## config.mk

```make
export PLATFORM = sky130hd
export DESIGN_NAME = hazard_ctrl
export DESIGN_NICKNAME = d
export VERILOG_FILES = /design/src/rtl/hazard_ctrl.sv
export SDC_FILE = /design/constraint.sdc
export NUM_CORES = 1
export LEC_CHECK = 0
export CORE_UTILIZATION = 35
export DETAILED_ROUTE_END_ITERATION = 10
export GPL_ROUTABILITY_DRIVEN = 0
export GPL_TIMING_DRIVEN = 0
export PLACE_DENSITY_LB_ADDON = 0.05
export RECOVER_POWER = 100
export SKIP_CTS_REPAIR_TIMING = 1
export SYNTH_ARGS = -nofsm -noshare
export SYNTH_HDL_FRONTEND = slang
export SYNTH_SLANG_ARGS = --single-unit
```

## constraint.sdc

```tcl
create_clock -name clk -period 4.9 [get_ports clk]
set_input_delay 0.735 -clock clk [delete_from_list [all_inputs] [get_ports clk]]
set_output_delay 0.735 -clock clk [all_outputs]
set_load 0.01 [all_outputs]
```

## src/rtl/hazard_ctrl.sv

```systemverilog
// hazard_ctrl: pipeline stall/flush/forwarding controller for the 5-stage RV32I core.
// Resolves load-use and branch hazards and runs a data-memory wait FSM with timeout.
// Optional feature macro: HAZARD_PERF_EN adds saturating performance counters.
// Handshake: the memory access in M is a req/ack pair; MemReqM is held while the
// instruction sits in M, and dmem_ack pulses high in the cycle the access completes.
// The pipeline is released in that same cycle.
module hazard_ctrl #(
  parameter int word_width = 32,
  parameter int TIMEOUT    = 16,
  parameter int CNT_W      = 32
) (
  input  logic             clk,
  input  logic             rst_n,
  input  logic [4:0]       Rs1D,
  input  logic [4:0]       Rs2D,
  input  logic [4:0]       Rs1E,
  input  logic [4:0]       Rs2E,
  input  logic [4:0]       RdE,
  input  logic [4:0]       RdM,
  input  logic [4:0]       RdW,
  input  logic             ResultSrcE0,
  input  logic             RegWriteM,
  input  logic             RegWriteW,
  input  logic             PCSrcE,
  input  logic             MemReqM,
  input  logic             dmem_ack,
  output logic [1:0]       ForwardAE,
  output logic [1:0]       ForwardBE,
  output logic             StallF,
  output logic             StallD,
  output logic             StallE,
  output logic             StallM,
  output logic             FlushD,
  output logic             FlushE,
  output logic             FlushW,
  output logic             mem_err,
  output logic [1:0]       dbg_state
`ifdef HAZARD_PERF_EN
  ,
  output logic [CNT_W-1:0] perf_stall_cyc,
  output logic [CNT_W-1:0] perf_flush_cnt,
  output logic [CNT_W-1:0] perf_lw_cnt
`endif
);

  // Wait counter is at least 5 bits and always wide enough to hold TIMEOUT.
  localparam int CW = ($clog2(TIMEOUT + 1) > 5) ? $clog2(TIMEOUT + 1) : 5;

  // Elaboration-time sanity hook on the parameters; intentionally empty.
  if (word_width < 1 || CNT_W < 1 || TIMEOUT < 2) begin : g_bad_params
  end

  typedef enum logic [1:0] {
    S_IDLE = 2'd0,
    S_WAIT = 2'd1,
    S_ERR  = 2'd2
  } mem_state_t;

  mem_state_t      r_state, w_state_nxt;
  logic [CW-1:0]   r_wcnt, w_wcnt_nxt;
  logic            w_lw_stall;
  logic            w_mem_stall;

  // Operand forwarding: the younger result in M wins over W; x0 is never forwarded.
  always_comb begin
    ForwardAE = 2'b00;
    ForwardBE = 2'b00;
    if (RegWriteM && RdM != 5'd0 && RdM == Rs1E)      ForwardAE = 2'b10;
    else if (RegWriteW && RdW != 5'd0 && RdW == Rs1E) ForwardAE = 2'b01;
    if (RegWriteM && RdM != 5'd0 && RdM == Rs2E)      ForwardBE = 2'b10;
    else if (RegWriteW && RdW != 5'd0 && RdW == Rs2E) ForwardBE = 2'b01;
  end

  // Load-use detection: a load in E whose result is consumed by the instruction in D.
  always_comb begin
    w_lw_stall = ResultSrcE0 && (RdE != 5'd0) && ((RdE == Rs1D) || (RdE == Rs2D));
  end

  // Memory wait FSM next-state logic; memStall falls in the same cycle the ack arrives.
  always_comb begin
    w_state_nxt = r_state;
    w_wcnt_nxt  = r_wcnt;
    w_mem_stall = 1'b0;
    case (r_state)
      S_IDLE: begin
        if (MemReqM && !dmem_ack) begin
          w_state_nxt = S_WAIT;
          w_wcnt_nxt  = CW'(1);
          w_mem_stall = 1'b1;
        end
      end
      S_WAIT: begin
        if (dmem_ack) begin
          w_state_nxt = S_IDLE;
          w_wcnt_nxt  = '0;
        end else begin
          w_mem_stall = 1'b1;
          if (r_wcnt == CW'(TIMEOUT - 1)) w_state_nxt = S_ERR;
          else                            w_wcnt_nxt  = r_wcnt + CW'(1);
        end
      end
      S_ERR: begin
        w_mem_stall = 1'b1;
      end
      default: begin
        w_state_nxt = S_IDLE;
        w_wcnt_nxt  = '0;
      end
    endcase
  end

  // Memory wait FSM state and counter registers.
  always_ff @(posedge clk or negedge rst_n) begin
    if (!rst_n) begin
      r_state <= S_IDLE;
      r_wcnt  <= '0;
    end else begin
      r_state <= w_state_nxt;
      r_wcnt  <= w_wcnt_nxt;
    end
  end

  // Stall/flush combination: a memory stall freezes everything and defers branch and
  // load-use flushes; a taken branch flushes D even while D is held by a load-use stall.
  always_comb begin
    StallF    = w_lw_stall | w_mem_stall;
    StallD    = w_lw_stall | w_mem_stall;
    StallE    = w_mem_stall;
    StallM    = w_mem_stall;
    FlushW    = w_mem_stall;
    FlushD    = PCSrcE & ~w_mem_stall;
    FlushE    = (w_lw_stall | PCSrcE) & ~w_mem_stall;
    mem_err   = (r_state == S_ERR);
    dbg_state = r_state;
  end

`ifdef HAZARD_PERF_EN
  logic [CNT_W-1:0] r_stall_cyc, r_flush_cnt, r_lw_cnt;

  // Saturating performance counters.
  always_ff @(posedge clk or negedge rst_n) begin
    if (!rst_n) begin
      r_stall_cyc <= '0;
      r_flush_cnt <= '0;
      r_lw_cnt    <= '0;
    end else begin
      if (StallF && r_stall_cyc != '1)                   r_stall_cyc <= r_stall_cyc + 1'b1;
      if (FlushD && r_flush_cnt != '1)                   r_flush_cnt <= r_flush_cnt + 1'b1;
      if (w_lw_stall && !w_mem_stall && r_lw_cnt != '1)  r_lw_cnt    <= r_lw_cnt + 1'b1;
    end
  end

  assign perf_stall_cyc = r_stall_cyc;
  assign perf_flush_cnt = r_flush_cnt;
  assign perf_lw_cnt    = r_lw_cnt;
`endif

endmodule

```

==> flow_summary_export.csv, run 1 <==
group,metric,value,unit
floorplan,die_h,50.9,um
min_path,worstHoldPathType,"reg -> reg",
run_status,status,"completed",
place,dpl-instance-area,0.00143,sq mm
timing,timing.hold.ws,0.540,ns
grt,gr-total-overflow,0,
timing,tns,0,ns
grt,grt_pass1_vias,951,
worst_setup_path,setup.worst_path.class,"in -> out",
layout,design_area,0.00146,sq mm
floorplan,initial_core_util,37.5,%
synth,ys_warn_count,0,
timing,skew,0.00945,ns
synth,synthDominantCellAreaShare,26.2,%
drt,vias,939,
pwr,peakVddDrop,0.117,mV
synth,yosys.cell_types.count,35,
floorplan,io_pins,57,
timing,rsz0062_at_grt,"false",
pwr,totalPowerFinal,0.224,mW
timing,fmax,275,MHz
drt,ant_nets,0,
timing,finalCriticalPeriod,3.64,ns
cts,clock_path_buffers,2,
cts,cts_tree,"built",
grt,grt_max_degree,11,
floorplan,dieArea,0.00259,sq mm
worst_setup_path,start_kind,"primary input",
drt,wl_per_cell,12.1,um
place,dp_slack,1.31,ns
drt,drtIter0Drc,8,
run,max_cap_viol_count,0,
synth,netlist_area,837,sq um
layout,layout-drive-gt1-share,8.86,%
synth,yosys-top-cells-area,"xor2_1 (26%), dfrtp_1 (21%), xnor2_1 (7.3%), or4_1 (3.6%), nand2_1 (3.1%)",
cts,clkLatencyLatePin,0.27,ns
cts,clk_pin_slew,0.05,ns
pwr,leakage,0.609,nW
floorplan,core_area,0.00223,sq mm
grt,grt_first_pass_wirelength,3.71,mm
drt,drcViolationCount,0,
timing,drv_slew,0,
synth,synth_nets,143,
place,dp_cells,182,
timing,tightest_slew,0.534,ns
timing,slew-limit-headroom,64.1,%
synth,seq_area_frac_synth,20.9,%
cts,cts_buffers,3,
synth,synthCells,98,
layout,diodes,0,
cts,htree_num_levels,1,
synth,synth_area_leader_cell,"xor2_1",
cts,root_buffer,"clkbuf_4",
worst_setup_path,worstPathArrival,2.91,ns
worst_setup_path,cp-end-kind,"primary output",
drt,avgViaCountPerCell,5.05,
layout,areaGrowthSynthToFinish,74.4,%
layout,post-route-util,65.4,%
floorplan,rows,17,
worst_setup_path,worstPathMaxFanout,3,
pwr,power_density,154,mW/mm^2
synth,ys_seq_elements,7,
layout,nFillCells,204,
synth,syn_avg_cell_area,8.54,sq um
grt,antenna_found_initial,0,
grt,grtUsageTotal,18.9,%
floorplan,chipWidth,50.9,um
drt,routed_wl,2.26,mm
timing,finalHoldViolCount,0,
worst_setup_path,required,4.16,ns
timing,post-route-period-util,74.3,%
place,io_buffers,56,
timing,setup_ws,1.26,ns
timing,setup_viol,0,
layout,final_cells,186,
layout,final_nets,204,
drt,drtPass1Iterations,4,
cts,clock_sinks,7,
place,hpwlAfterDp,2.05,mm
[power breakdown]
part | internal (mW) | switching, mW
clock network | 0.0301 | 0.0266
logic | 0.0613 | 0.0406
registers | 0.0617 | 0.00413
total | 0.153 | 0.0713
[synth_stat cells, drive strengths merged]
| cell | number |
|---|---|
| mux2i | 1 |
| o21ai | 4 |
| o21bai | 1 |
| nor3b | 1 |
| dfrtp | 7 |
| o31a | 1 |
| nor2b | 1 |
| xor2 | 25 |
| nor2 | 4 |
| a22oi | 1 |
| a2111oi | 1 |
| xnor2 | 7 |
| nor3 | 2 |
| or2 | 1 |
| nand2 | 7 |
| nor4 | 4 |
| or4 | 5 |
| o32ai | 1 |
| ha | 2 |
| nand2b | 1 |
| mux2 | 1 |
| a21oi | 2 |
| and2 | 1 |
| and3 | 1 |
| o22ai | 4 |
| nand3 | 3 |
| buf | 4 |
| clkbuf | 1 |
| inv | 3 |
| nand4b | 1 |
[sequential cells by signal, indices dropped and copies added (netlist names)]
| signal | cells |
|---|---|
| dbg_state | 2 |
| r_wcnt | 5 |
[placed cells by master, fill, tap and decap left out, types with 2 or more instances in the layout]
| cell type | netlist | layout |
|---|---|---|
| dlygate4sd3_1 | 0 | 15 |
| nor4_2 | 2 | 2 |
| nand2_1 | 7 | 7 |
| nor4_1 | 2 | 2 |
| buf_4 | 3 | 3 |
| inv_1 | 3 | 3 |
| xor2_1 | 25 | 25 |
| a21oi_1 | 2 | 2 |
| nand3_1 | 3 | 3 |
| dfrtp_1 | 7 | 7 |
| nor2_1 | 4 | 4 |
| ha_1 | 2 | 2 |
| o22ai_1 | 4 | 4 |
| or4_1 | 4 | 4 |
| nor3_1 | 2 | 2 |
| clkdlybuf4s50_1 | 0 | 41 |
| xnor2_1 | 7 | 7 |
| o21ai_0 | 2 | 2 |
| clkbuf_4 | 0 | 3 |
[routing by layer]
metal | share of wire (%) | vias to the layer above | GRT usage, %
met2 | 51 | 33 | 34.0
met1 | 41 | 432 | 20.4
met3 | 6.3 | 5 | 4.46
met5 | 0 | - | 0
li1 | - | 469 | -
met4 | 1.9 | 0 | 9.72
[cells by family after synthesis]
| kind of cell | Yosys count | share of synthesized area (%) |
|---|---|---|
| AO/OA/AOI/OAI | 15 | 12.0 |
| flip-flops | 7 | 20.9 |
| buffers and inverters | 8 | 5.08 |
| XOR/XNOR | 32 | 33.5 |
| adder cells (fa/ha/maj) | 2 | 2.99 |
| multiplexers | 2 | 2.54 |
| AND/OR/NAND/NOR | 32 | 23.0 |
[cell type report]
cell class / count / area (sq um) / share of cell area, %
multi-input combinational: 83 / 619 / 42.4
timing repair buffer: 56 / 561 / 38.4
sequential: 7 / 175 / 12.0
tap: 28 / 35.0 / 2.40
buffer: 5 / 31.3 / 2.14
clock buffer: 3 / 22.5 / 1.54
inverter: 3 / 11.3 / 0.771
clock inverter: 1 / 5.00 / 0.343
[path summary, 6_finish.rpt]
| kind | startpoint | cells past startpoint | slack (ns) | end |
|---|---|---|---|---|
| max | RdM[2] | 6 | 1.26 | ForwardAE[0] |
| min | r_wcnt[4] | 2 | 0.54 | r_wcnt[4] |
| min in group asynchronous | rst_n | 1 | 0.80 | r_wcnt[0] |
| max reg2reg | r_wcnt[0] | 7 | 3.10 | r_wcnt[0] |
| min reg2reg | r_wcnt[4] | 2 | 0.54 | r_wcnt[4] |
| max in group asynchronous | rst_n | 1 | 3.84 | r_wcnt[2] |
[critical path: stages]
cell and delay, ns:
clkdlybuf4s50_1 0.48, or4_4 0.54, o21ai_2 0.14, nor4_1 0.10, nor4_2 0.26, dlygate4sd3_1 0.65
Note: power is estimated with default switching activity, not from simulation.
==> run 2, diff against run 1 <==
clock period = 3.7 ns   (was 4.9 ns; I/O delays follow)
==> results of run 2 <==
The final DEF is identical to that of run 1. Status: completed.
Main changes from that run: setup slack after placement 1.31 ns -> 0.470 ns; setup slack after layout 1.26 ns -> 0.417 ns; register-to-register setup slack 3.10 ns -> 1.90 ns; total power 0.224 mW -> 0.297 mW; worst IR drop on VDD 0.117 mV -> 0.155 mV
